$ cat src/rtl/mux_select_sequencer.sv
// Control stage for mux_generic_1bit: captures a parallel word, then steps the
// select LSB-first with a per-step settle delay and a valid/ready/last bit handshake.
module mux_select_sequencer #(
  parameter int INS    = 4,
  parameter int SETTLE = 0
) (
  input  logic                   clk,
  input  logic                   rst,
  input  logic [INS-1:0]         in_data,
  input  logic                   in_valid,
  output logic                   in_ready,
  input  logic                   flush,
  output logic [INS-1:0]         w_out,
  output logic [$clog2(INS)-1:0] s_out,
  output logic                   bit_valid,
  output logic                   bit_last,
  input  logic                   bit_ready
);

  localparam int SW = $clog2(INS);
  localparam logic [SW-1:0] S_LAST   = SW'(INS - 1);
  localparam logic [3:0]    CNT_DONE = 4'(SETTLE);

  typedef enum logic {IDLE, RUN} state_e;

  state_e         state_q, state_d;
  logic [INS-1:0] w_q, w_d;
  logic [SW-1:0]  s_q, s_d;
  logic [3:0]     cnt_q, cnt_d;
  logic           bv;

  assign bv        = (state_q == RUN) && (cnt_q == CNT_DONE);
  assign bit_valid = bv;
  assign bit_last  = bv && (s_q == S_LAST);
  assign in_ready  = (state_q == IDLE);
  assign w_out     = w_q;
  assign s_out     = s_q;

  always_comb begin
    state_d = state_q;
    w_d     = w_q;
    s_d     = s_q;
    cnt_d   = cnt_q;
    case (state_q)
      IDLE: begin
        if (in_valid && !flush) begin
          w_d     = in_data;
          s_d     = '0;
          cnt_d   = '0;
          state_d = RUN;
        end
      end
      RUN: begin
        // flush outranks a bit accept landing on the same edge
        if (flush) begin
          state_d = IDLE;
          s_d     = '0;
          cnt_d   = '0;
        end else if (bv && bit_ready) begin
          cnt_d = '0;
          if (s_q == S_LAST) begin
            state_d = IDLE;
            s_d     = '0;
          end else begin
            s_d = s_q + SW'(1);
          end
        end else if (cnt_q != CNT_DONE) begin
          cnt_d = cnt_q + 4'd1;
        end
      end
      default: state_d = IDLE;
    endcase
  end

  always_ff @(posedge clk or posedge rst) begin
    if (rst) begin
      state_q <= IDLE;
      w_q     <= '0;
      s_q     <= '0;
      cnt_q   <= '0;
    end else begin
      state_q <= state_d;
      w_q     <= w_d;
      s_q     <= s_d;
      cnt_q   <= cnt_d;
    end
  end

endmodule

$ cat config.mk
export PLATFORM = sky130hd
export DESIGN_NAME = mux_select_sequencer
export DESIGN_NICKNAME = d
export VERILOG_FILES = /design/src/rtl/mux_select_sequencer.sv
export SDC_FILE = /design/constraint.sdc
export NUM_CORES = 1
export LEC_CHECK = 0
export BUFFER_PORTS_ARGS = -buffer_cell sky130_fd_sc_hd__clkbuf_2
export CAP_MARGIN = 5
export CORE_MARGIN = 2
export CORE_UTILIZATION = 42
export DETAILED_ROUTE_END_ITERATION = 8
export GPL_TIMING_DRIVEN = 0
export PLACE_DENSITY = 0.73
export SYNTH_ARGS = -nofsm -noshare
export SYNTH_HDL_FRONTEND = slang
export SYNTH_SLANG_ARGS = --single-unit
$ cat constraint.sdc
create_clock -name clk -period 1.3 [get_ports clk]
set_input_delay 0.13 -clock clk [delete_from_list [all_inputs] [get_ports clk]]
set_output_delay 0.13 -clock clk [all_outputs]
set_load 0.05 [all_outputs]
==> out/metrics.yaml <==
power:
  peakVddDrop_mv: 0.606
  p_per_area_nw_per_um2: 1090
  p_leak_uw: 0.000402
  p_total_uw: 893
sta:
  rsz0062_at_grt: "true"
  period_minus_slack_ns: 1.66
  tns_ns: -1.12
  setup_viol_count_final: 6
  slew_headroom: 0.684
  max_freq_ghz: 0.603
  period_share: 1.27
  finalMaxSlewViolations: 0
  fin_ws_ns: -0.357
  final_hold_viol_count: 0
  worst_slew_pin_slew_ns: 0.473
  clock_skew_ns: 0.00431
yosys:
  yosysTopAreaCell: "dfrtp_1"
  synthFlopType: "dfrtp_1"
  netlist.area_leader.share: 0.484
  synthTopCellsByCount: "dfrtp_1 (11), a22o_1 (4), inv_1 (4), mux2_2 (4), nor2_1 (4)"
  ys_seq_elements: 11
  synth_fp_nets: 61
  yosysMostFrequentCell: "dfrtp_1"
  synth_area_per_cell_um2: 11.6
  synth_area_leaders: "dfrtp_1 (48%), mux2_2 (7.9%), ha_1 (6.6%)"
  ys_seq_area_frac: 0.484
  netlist_area_um2: 569
  synth_edf_count: 0
  synthArstFlopShare: 1.00
  ys_types: 23
  ys_warn_count: 0
  netlist_instances: 49
run:
  maxCapViolCount: 0
final_layout:
  syn2layout_area_growth_pct: 43.3
  nets: 88
  drive_above_1_share: 0.600
  n_antenna_cell: 0
  fillers: 111
clock_network:
  clockBufferDepth: 2
  clock_latency_ns: 0.27
  cts_tree: "built"
  cts-root-buf: "clkbuf_4"
  cts.sinks: 11
  cts.htree.levels: 1
  cts_inserted_buffers: 3
  clk_pin_slew_worst_paths_ns: 0.07
detailed_routing:
  vias_per_cell: 5.10
  route.vias.total: 459
  first_pass_iters: 3
  ant_nets: 0
  drc: 0
  wirelength_um: 1140
  wire_per_inst_um: 12.7
  drt_iter0_drc: 4
floorplan:
  die_y_um: 40.8
  boundaryPins: 18
  num_rows: 13
  start_util: 0.443
  fp.dieW_um: 40.8
  core_um2: 1280
  die_area_um2: 1670
setup_path:
  crit_fanout: 3
  worst_ep_required_time_ns: 1.17
  reg2reg_depth: 5
  endpoint_kind: "primary output"
  crit_start: "cnt_q[0]$_DFFE_PP0P_"
  rrSetupSlack_ns: -0.24
  cpMaxStageDelayCell: "dfrtp_1"
  cp_num_buf_inv: 2
  cpPeakStageDelay_ns: 0.40
  timing.rr.end: "cnt_q[1]$_DFFE_PP0P_"
  cp.arrival_ns: 1.53
  worstSetupPathType: "flip-flop to primary output"
  r2r_start: "cnt_q[0]$_DFFE_PP0P_"
  crit_chain: "inv_2, ha_4, or3b_4, nor2_4, buf_8"
  startpoint_type: "flip-flop"
  path_delay_family: "simple AND/OR/NAND/NOR gates"
grt:
  gr-total-overflow: 0
  grt_pass1_vias: 398
  grt_pass1_wl_um: 1650
  track_usage: 0.164
  antenna_found_initial: 0
  grt_max_degree: 12
hold_path:
  min_path_cells: 2
  hold_path.class: "input port to flip-flop"
  hp-start: "flush"
  min_to: "state_q$_DFF_PP0_"
status:
  status: "finished with violations"
  violations: "negative setup slack"
place:
  gp_congestion: 0.785
  place_hpwl_um: 777
  io_buffers: 17
==> flip-flops by register name, indices dropped and copies added (netlist names) <==
| register | flops |
|---|---|
| w_out | 4 |
| cnt_q | 4 |
| state_q | 1 |
| s_out | 2 |
==> logic make-up (layout without fill, tap and decap cells) <==
family / count (synthesis) / count (layout) / synth area share
flops: 11 / 11 / 0.484
buf+inv: 6 / 32 / 0.0417
simple gates: 14 / 14 / 0.149
xor+xnor: 1 / 1 / 0.0154
mux: 5 / 5 / 0.0989
compound gates: 9 / 9 / 0.145
fa+ha+maj: 3 / 3 / 0.0659
==> worst max-delay path by stage <==
stage	to	slack (ns)	depth (start not counted)
after floorplan	cnt_q[1]$_DFFE_PP0P_	-0.17	5
after global placement	cnt_q[1]$_DFFE_PP0P_	-0.24	5
after detailed placement	cnt_q[1]$_DFFE_PP0P_	-0.25	5
after CTS	bit_valid	-0.36	5
after global routing	bit_valid	-0.41	5
final	bit_valid	-0.36	5
==> final cells by class <==
| type | count | area [um2] | share of cell area |
|---|---|---|---|
| plain buffers | 1 | 5.00 | 0.00613 |
| clock buffers | 4 | 26.3 | 0.0322 |
| inverters | 5 | 21.3 | 0.0261 |
| multi-input cells | 32 | 317 | 0.388 |
| flip-flops and latches | 11 | 278 | 0.340 |
| well taps | 15 | 18.8 | 0.0230 |
| repair buffers | 22 | 150 | 0.184 |
==> worst register-to-register path, delay by kind of cell (launching register included) <==
kind,cells,cell delay (ns)
compound gates,2,0.48
fa+ha+maj,1,0.13
buf+inv,1,0.08
flops,1,0.40
simple gates,1,0.39
==> routing by layer <==
| layer | track usage | vias up | part of all wire |
|---|---|---|---|
| li1 | - | 230 | - |
| met1 | 0.164 | 208 | 0.43 |
| met3 | 0.0652 | 4 | 0.053 |
| met5 | 0 | - | 0 |
| met2 | 0.270 | 17 | 0.49 |
| met4 | 0.125 | 0 | 0.030 |
==> where the power goes <==
group          switching, uW  internal, uW  total, uW
Sequential              15.0           373        388
Clock                    121           119        240
Combinational            181          84.3        265
==> per-stage QoR <==
step / setup slack [ns] / std cells / area (um2) / hold slack (ns) / util
after floorplan: -0.168 / 49 / 601 / -0.0177 / -
after global placement: -0.242 / 81 / 704 / 0.120 / 0.548
after detailed placement: -0.249 / 81 / 704 / 0.124 / 0.548
after CTS: -0.358 / 90 / 796 / 0.0338 / 0.619
after global routing: -0.414 / 90 / 816 / 0.0437 / 0.635
final: -0.357 / 90 / 816 / 0.0474 / 0.635
==> repair_timing <==
item,CTS,global route
pin swaps,0,3
hold buffers,1,0
setup endpoints to repair,7,8
gates resized for setup,6,6
hold endpoints to repair,11,0
gates cloned,0,0
buffers inserted,4,0
==> cells in the final DEF, fill, tap and decap left out, types with 2 or more instances in the layout <==
cell / synthesis / layout
clkbuf_2: 0 / 14
dfrtp_1: 11 / 9
a22o_1: 4 / 4
mux2_2: 4 / 4
buf_4: 0 / 4
nor2_1: 4 / 3
clkbuf_4: 0 / 3
nor2b_1: 2 / 2
inv_2: 1 / 2
inv_1: 4 / 2
ha_1: 3 / 2
dfrtp_2: 0 / 2
(Power assumes the default switching activity.)
